--- config.mk ---
export PLATFORM = sky130hd
export DESIGN_NAME = serial_add_ctrl
export DESIGN_NICKNAME = d
export VERILOG_FILES = /design/src/rtl/serial_add_pkg.sv /design/src/rtl/serial_add_ctrl_fa_bit.sv /design/src/rtl/serial_add_ctrl.sv
export SDC_FILE = /design/constraint.sdc
export NUM_CORES = 1
export LEC_CHECK = 0
export CORE_MARGIN = 4
export CORE_UTILIZATION = 30
export CTS_CLUSTER_DIAMETER = 100
export DETAILED_ROUTE_END_ITERATION = 6
export GPL_TIMING_DRIVEN = 1
export PLACE_DENSITY = 0.6
export SLEW_MARGIN = 20
export SYNTH_ARGS = -nofsm -noshare
export SYNTH_HDL_FRONTEND = slang
export SYNTH_SLANG_ARGS = --single-unit
--- constraint.sdc ---
create_clock -name clk -period 3.9 [get_ports clk]
set_input_delay 0.78 -clock clk [delete_from_list [all_inputs] [get_ports clk]]
set_output_delay 0.78 -clock clk [all_outputs]
set_load 0.1 [all_outputs]
--- src/rtl/serial_add_pkg.sv ---
// serial_add_pkg: shared FSM state encodings for serial_add_ctrl
package serial_add_pkg;
  typedef enum logic [1:0] {
    IDLE = 2'd0,
    RUN  = 2'd1,
    DONE = 2'd2
  } state_t;
endpackage

--- src/rtl/serial_add_ctrl_fa_bit.sv ---
// serial_add_ctrl_fa_bit: 1-bit full adder (fa_bit) built from two half adders (ha_rtl)
module ha_rtl (
  input  logic a_i,
  input  logic b_i,
  output logic s_o,
  output logic c_o
);
  assign s_o = a_i ^ b_i;
  assign c_o = a_i & b_i;
endmodule

module fa_bit (
  input  logic a_i,
  input  logic b_i,
  input  logic c_i,
  output logic s_o,
  output logic c_o
);
  logic s1, c1, c2;
  ha_rtl u_ha0 (.a_i(a_i), .b_i(b_i), .s_o(s1), .c_o(c1));
  ha_rtl u_ha1 (.a_i(s1), .b_i(c_i), .s_o(s_o), .c_o(c2));
  assign c_o = c1 | c2;
endmodule

--- src/rtl/serial_add_ctrl.sv ---
// serial_add_ctrl: bit-serial a+b+cin adder, LSB first; ovf port exists only with SERIAL_ADD_OVF_EN
module serial_add_ctrl
  import serial_add_pkg::*;
#(
  parameter int WIDTH = 8
) (
  input  logic             clk,
  input  logic             rst,
  input  logic             start,
  input  logic [WIDTH-1:0] a,
  input  logic [WIDTH-1:0] b,
  input  logic             cin,
  output logic             busy,
  output logic             done,
  output logic [WIDTH-1:0] sum,
  output logic             cout
`ifdef SERIAL_ADD_OVF_EN
  ,
  output logic             ovf
`endif
);
  localparam int CW = $clog2(WIDTH);
  localparam logic [CW-1:0] LAST = CW'(WIDTH - 1);
  state_t           state_q;
  logic [WIDTH-1:0] a_q, b_q, res_q, sum_q;
  logic [CW-1:0]    cnt_q;
  logic             c_q, busy_q, done_q, cout_q, ovf_q;
  logic             s_bit, c_bit;
  logic [WIDTH-1:0] res_d;
  fa_bit u_fa (.a_i(a_q[0]), .b_i(b_q[0]), .c_i(c_q), .s_o(s_bit), .c_o(c_bit));
  assign res_d = {s_bit, res_q[WIDTH-1:1]};
  always_ff @(posedge clk) begin
    if (rst) begin
      state_q <= IDLE;
      busy_q  <= 1'b0;
      done_q  <= 1'b0;
      sum_q   <= '0;
      cout_q  <= 1'b0;
      ovf_q   <= 1'b0;
      a_q     <= '0;
      b_q     <= '0;
      res_q   <= '0;
      c_q     <= 1'b0;
      cnt_q   <= '0;
    end else begin
      case (state_q)
        RUN: begin
          res_q <= res_d;
          a_q   <= a_q >> 1;
          b_q   <= b_q >> 1;
          c_q   <= c_bit;
          cnt_q <= cnt_q + 1'b1;
          if (cnt_q == LAST) begin
            sum_q   <= res_d;
            cout_q  <= c_bit;
            ovf_q   <= c_q ^ c_bit;
            busy_q  <= 1'b0;
            done_q  <= 1'b1;
            state_q <= DONE;
          end
        end
        default: begin
          // IDLE and DONE both accept a new operation, giving back-to-back starts
          done_q <= 1'b0;
          if (start) begin
            a_q     <= a;
            b_q     <= b;
            c_q     <= cin;
            cnt_q   <= '0;
            busy_q  <= 1'b1;
            state_q <= RUN;
          end else begin
            state_q <= IDLE;
          end
        end
      endcase
    end
  end
  assign busy = busy_q;
  assign done = done_q;
  assign sum  = sum_q;
  assign cout = cout_q;
`ifdef SERIAL_ADD_OVF_EN
  assign ovf = ovf_q;
`else
  logic unused_ovf;
  assign unused_ovf = ovf_q;
`endif
endmodule
* Word level (Yosys, flattened, before mapping) *
Cells that the tools add are included.

storage, ports and cells
  register bits after elaboration = 41
  logic and storage cells = 41

cells by class
  $add $sub $neg = 1
  eq/ne operators = 3
  muxes and demuxes = 14
  bitwise gates (word level) = 6
  reduce and logical (&&, ||, !) cells = 5

operators by type and width
  operator                                       number
  2-to-1 mux 7 bit                               4
  2-to-1 mux 1 bit                               6
  2-to-1 mux 3 bit                               2
  2-to-1 mux 2 bit                               2
  AND reduction 2 bit                            2
  OR reduction 2 bit                             2
  adder 3 x 1 -> 3 bit, second input constant    1
  == test 3 bit, second input constant           1
  AND 1 bit                                      2
  == test 2 x 1 -> 1 bit, second input constant  1
  inequality test 2 bit, second input constant   1
  nonzero test 2 bit                             1
  XOR 1 bit                                      2
  NOT 1 bit                                      1
  OR 1 bit                                       1

* Logic depth before layout (Yosys ltp) *
  depth in word-level cells = 4
  depth in mapped cells = 6
  mapped depth without buffers = 5

* By module *
Synthesis repeated with hierarchy kept, for this count alone.

second synthesis, totals
  cell total of the unflattened synthesis = 179
  area total of the unflattened synthesis = 1771.7 µm²

by module, submodules not included
  module           times used  cells each  area an instance (µm²)
  serial_add_ctrl  1           176         1740.4
  ha_rtl           2           1           12.5
  fa_bit           1           1           6.3

* Worst setup path after synthesis *
No wires, ideal clock.

  kind = register to output
  start = register done_q (netlist: done)
  end = output done
  data arrival time = 925 ps
  setup slack = 2195 ps
  cell stages (with the launch flop) = 1
  cells stage by stage = dfxtp_1

RTL lines
  element                 RTL line               RTL
  start, declared         serial_add_ctrl.sv:27  logic c_q, busy_q, done_q, cout_q, ovf_q;
  start signal, assigned  serial_add_ctrl.sv:36  done_q <= 1'b0;
  start signal, assigned  serial_add_ctrl.sv:58  done_q <= 1'b1;
  start signal, assigned  serial_add_ctrl.sv:64  done_q <= 1'b0;
  end, declared           serial_add_ctrl.sv:14  output logic done,

No word-level cell between the ends.

* Final worst setup path *
  start = register done_q (netlist: done)
  end = output done

No word-level cell between the ends.

==> key figures <==
Global route
  • Largest net degree at the start of global routing: 45
  • Initial antenna violation count: 0
  • Number of global-route vias before repair: 1,209
  • Gr ovfl total: 0
  • First-pass GRT wire length: 5400 µm
  • GRT Overall Usage: 0.0938

STA
  • Unrepaired setup endpoints after global routing: no
  • Finish-stage setup viols: 0
  • Endpoints failing hold: 0
  • Measured slew at the worst slew-check pin: 974 ps
  • Final Cycle Share: 0.652
  • Highest Clock Rate: 393 MHz
  • Slew HR: 0.349
  • TNS Setup: 0 ps
  • Worst-case clock skew: 5.57 ps
  • Pins Over Slew Limit: 0
  • Tmin final: 2540 ps

Critical path
  • Worst Path Max Fanout: 2
  • CP max stage delay: 1130 ps
  • CP Launch Point: done$_SDFFE_PP0N_
  • Endpoint of the lowest-slack register-to-register path: sum[4]$_SDFFE_PP0P_
  • Kind of critical path: flip-flop to primary output
  • Cell family with most CP delay: buffers and inverters
  • R2R setup slack: 2430 ps
  • Critical path buffer and inverter count: 1
  • Critical Path End Type: primary output
  • R2r startpoint: cnt_q[0]$_SDFFE_PP0P_
  • Reg2Reg Depth: 5
  • Worst-path cell chain: clkdlybuf4s50_1
  • Worst EP arrival: 1760 ps
  • CP Launch Type: flip-flop
  • CP required: 3120 ps
  • CP max-delay cell: clkdlybuf4s50_1

Final layout
  • Finished Layout Cells: 274
  • Share of layout cells above drive strength 1: 0.178
  • Final instance area: 0.00216 mm²
  • Inserted Diodes: 0
  • Final core utilization: 0.387
  • Commonest non-fill, non-tap cells in the layout: dfxtp_1, nand2_1, clkdlybuf4s50_1, a21oi_1, mux2i_1
  • Most common cell after layout, fill and taps aside: dfxtp_1
  • Synth-to-layout area growth: 23.2%
  • Nets@finish: 225
  • Filler cell count: 588

Die
  • I/O pin cnt: 31
  • Die area: 0.00713 mm²
  • Core Area: 0.00557 mm²
  • FP Rows: 27
  • Die height: 84.4 µm
  • Die width: 84.4 µm
  • Initial core utilization: 0.314

Drt
  • Via/cell ratio: 4.52
  • Remaining routing DRC violations: 0
  • DRT Pass-1 Iters: 4
  • Vias: 1,238
  • Starting DRC count in detailed routing: 58
  • Routed Antenna Nets: 0
  • Avg WL per Cell: 11.5 µm
  • Final WL: 3150 µm

Clock tree
  • Post-CTS Repair Setup Buffers: 0
  • Post-CTS sizing: 0
  • CTS sink cnt: 40
  • CTS Hold Bufs: 0
  • H-Tree Depth: 2
  • Reg clk slew, reported paths: 80 ps
  • Num CTS Buffers: 5
  • Clock buffer depth: 2
  • Clock latency at the later pin of the worst-skew pair: 290 ps
  • Clock root buffer: clkbuf_8
  • CTS tree: built

Placement
  • Placed cell areas: 0.00203 mm²
  • IO buf count: 30
  • Inst Count DP: 266
  • Gpl congestion: 0.648
  • Hpwl dp: 2000 µm

Synth
  • Sequential area share after synthesis: 0.457
  • Mux share of post-synthesis cell area: 0.0971
  • Post-synthesis cell type count: 23
  • Compound-Gate Fraction of Synth Area: 0.171
  • Fraction of the mapped netlist area in simple logic gates: 0.171
  • Syn avg cell area: 9.90 µm²
  • Yosys warns: 0
  • Synthesized-area fraction occupied by adder cells: 0.0329
  • Largest family of logic cells by synthesized area: compound AO/OA/AOI/OAI gates
  • Mapped Area: 0.00175 mm²
  • Post-Synth XOR/XNOR Area: 0
  • Yosys reg bits: 40
  • Synthesized net count: 201
  • Cells after Synth: 177

Pwr
  • Logic pwr share: 0.114
  • Leak: 0.000789 µW
  • NetSw: 209 µW
  • Reg power frac: 0.482
  • Max IR drop VDD: 0.190 mV
  • Clk pwr share: 0.404
  • Sw Share: 0.229
  • Pwr Total: 910 µW
  • Int Pwr: 701 µW
  • Pwr/cell area: 421 mW/mm²

Job
  • MaxCap Viol Count: 0

Min path
  • Hold Crit Class: flip-flop to flip-flop
  • WHS Path Cells: 2
  • Min-delay src: res_q[1]$_SDFFE_PP0P_
  • Hold worst-path end: sum[0]$_SDFFE_PP0P_

Run status
  • Status: complete, no violations
-- worst max path at each step --
stage / endpoint / slack [ps] / depth (start not counted)
floorplan: done / 2200 / 0
global placement: cout / 1680 / 1
detailed placement: done / 1660 / 1
CTS: done / 1340 / 1
global route: done / 1310 / 1
finish: done / 1360 / 1
-- cell usage after synthesis (all sizes together) --
library cell / n / area (µm²)
nand2: 35 / 131
mux2i: 17 / 170
ha: 3 / 37.5
nor3: 4 / 20.0
nand2b: 2 / 12.5
fa: 1 / 20.0
nor2: 17 / 88.8
and3b: 1 / 8.76
buf: 12 / 113
o21ai: 1 / 5.00
and2b: 1 / 7.51
clkbuf: 2 / 7.51
a211oi: 16 / 195
dfxtp: 40 / 801
inv: 1 / 3.75
nand3b: 4 / 30.0
a21oi: 20 / 100
-- flip-flops by register name, indices dropped and copies added (netlist names), 2 cells and up --
register,cells
a_q,8
sum,8
cnt_q,3
b_q,8
state_q,2
res_q,7
-- area by class of cell --
class | instances | area, µm² | share of cell area
Inverter | 1 | 3.75 | 0.00174
Clock inverter | 1 | 30.0 | 0.0139
Tap cell | 72 | 90.1 | 0.0417
Sequential cell | 40 | 801 | 0.371
Timing Repair Buffer | 31 | 303 | 0.140
Multi-Input combinational cell | 122 | 835 | 0.387
Clock buffer | 7 | 96.3 | 0.0446
-- cells by family after synthesis --
family / after synthesis
fa+ha+maj: 4
compound gates: 37
flops: 40
mux: 17
buf+inv: 15
simple gates: 64
-- per-layer routing --
layer | track usage | vias to the layer above | share of wire
met1 | 0.108 | 565 | 0.47
met5 | 0 | - | 0
met3 | 0.0304 | 6 | 0.047
li1 | - | 647 | -
met2 | 0.156 | 20 | 0.46
met4 | 0.0475 | 0 | 0.021
-- power groups by stage --
| stage | Combinational (µW) | Sequential, µW | Clock, µW |
|---|---|---|---|
| floorplan | 79.0 | 452 | 0 |
| global placement | 105 | 448 | 0 |
| detailed placement | 106 | 448 | 0 |
| CTS | 106 | 438 | 382 |
| global route | 114 | 441 | 394 |
| finish | 103 | 438 | 368 |
-- per-stage QoR --
step                      hold slack [ps]  setup WS, ps
after floorplan                       432          2200
after global placement                441          1680
after detailed placement              447          1660
after CTS                             458          1340
after global routing                  484          1310
final                                 455          1360
Note: power is estimated with default switching activity, not from simulation.
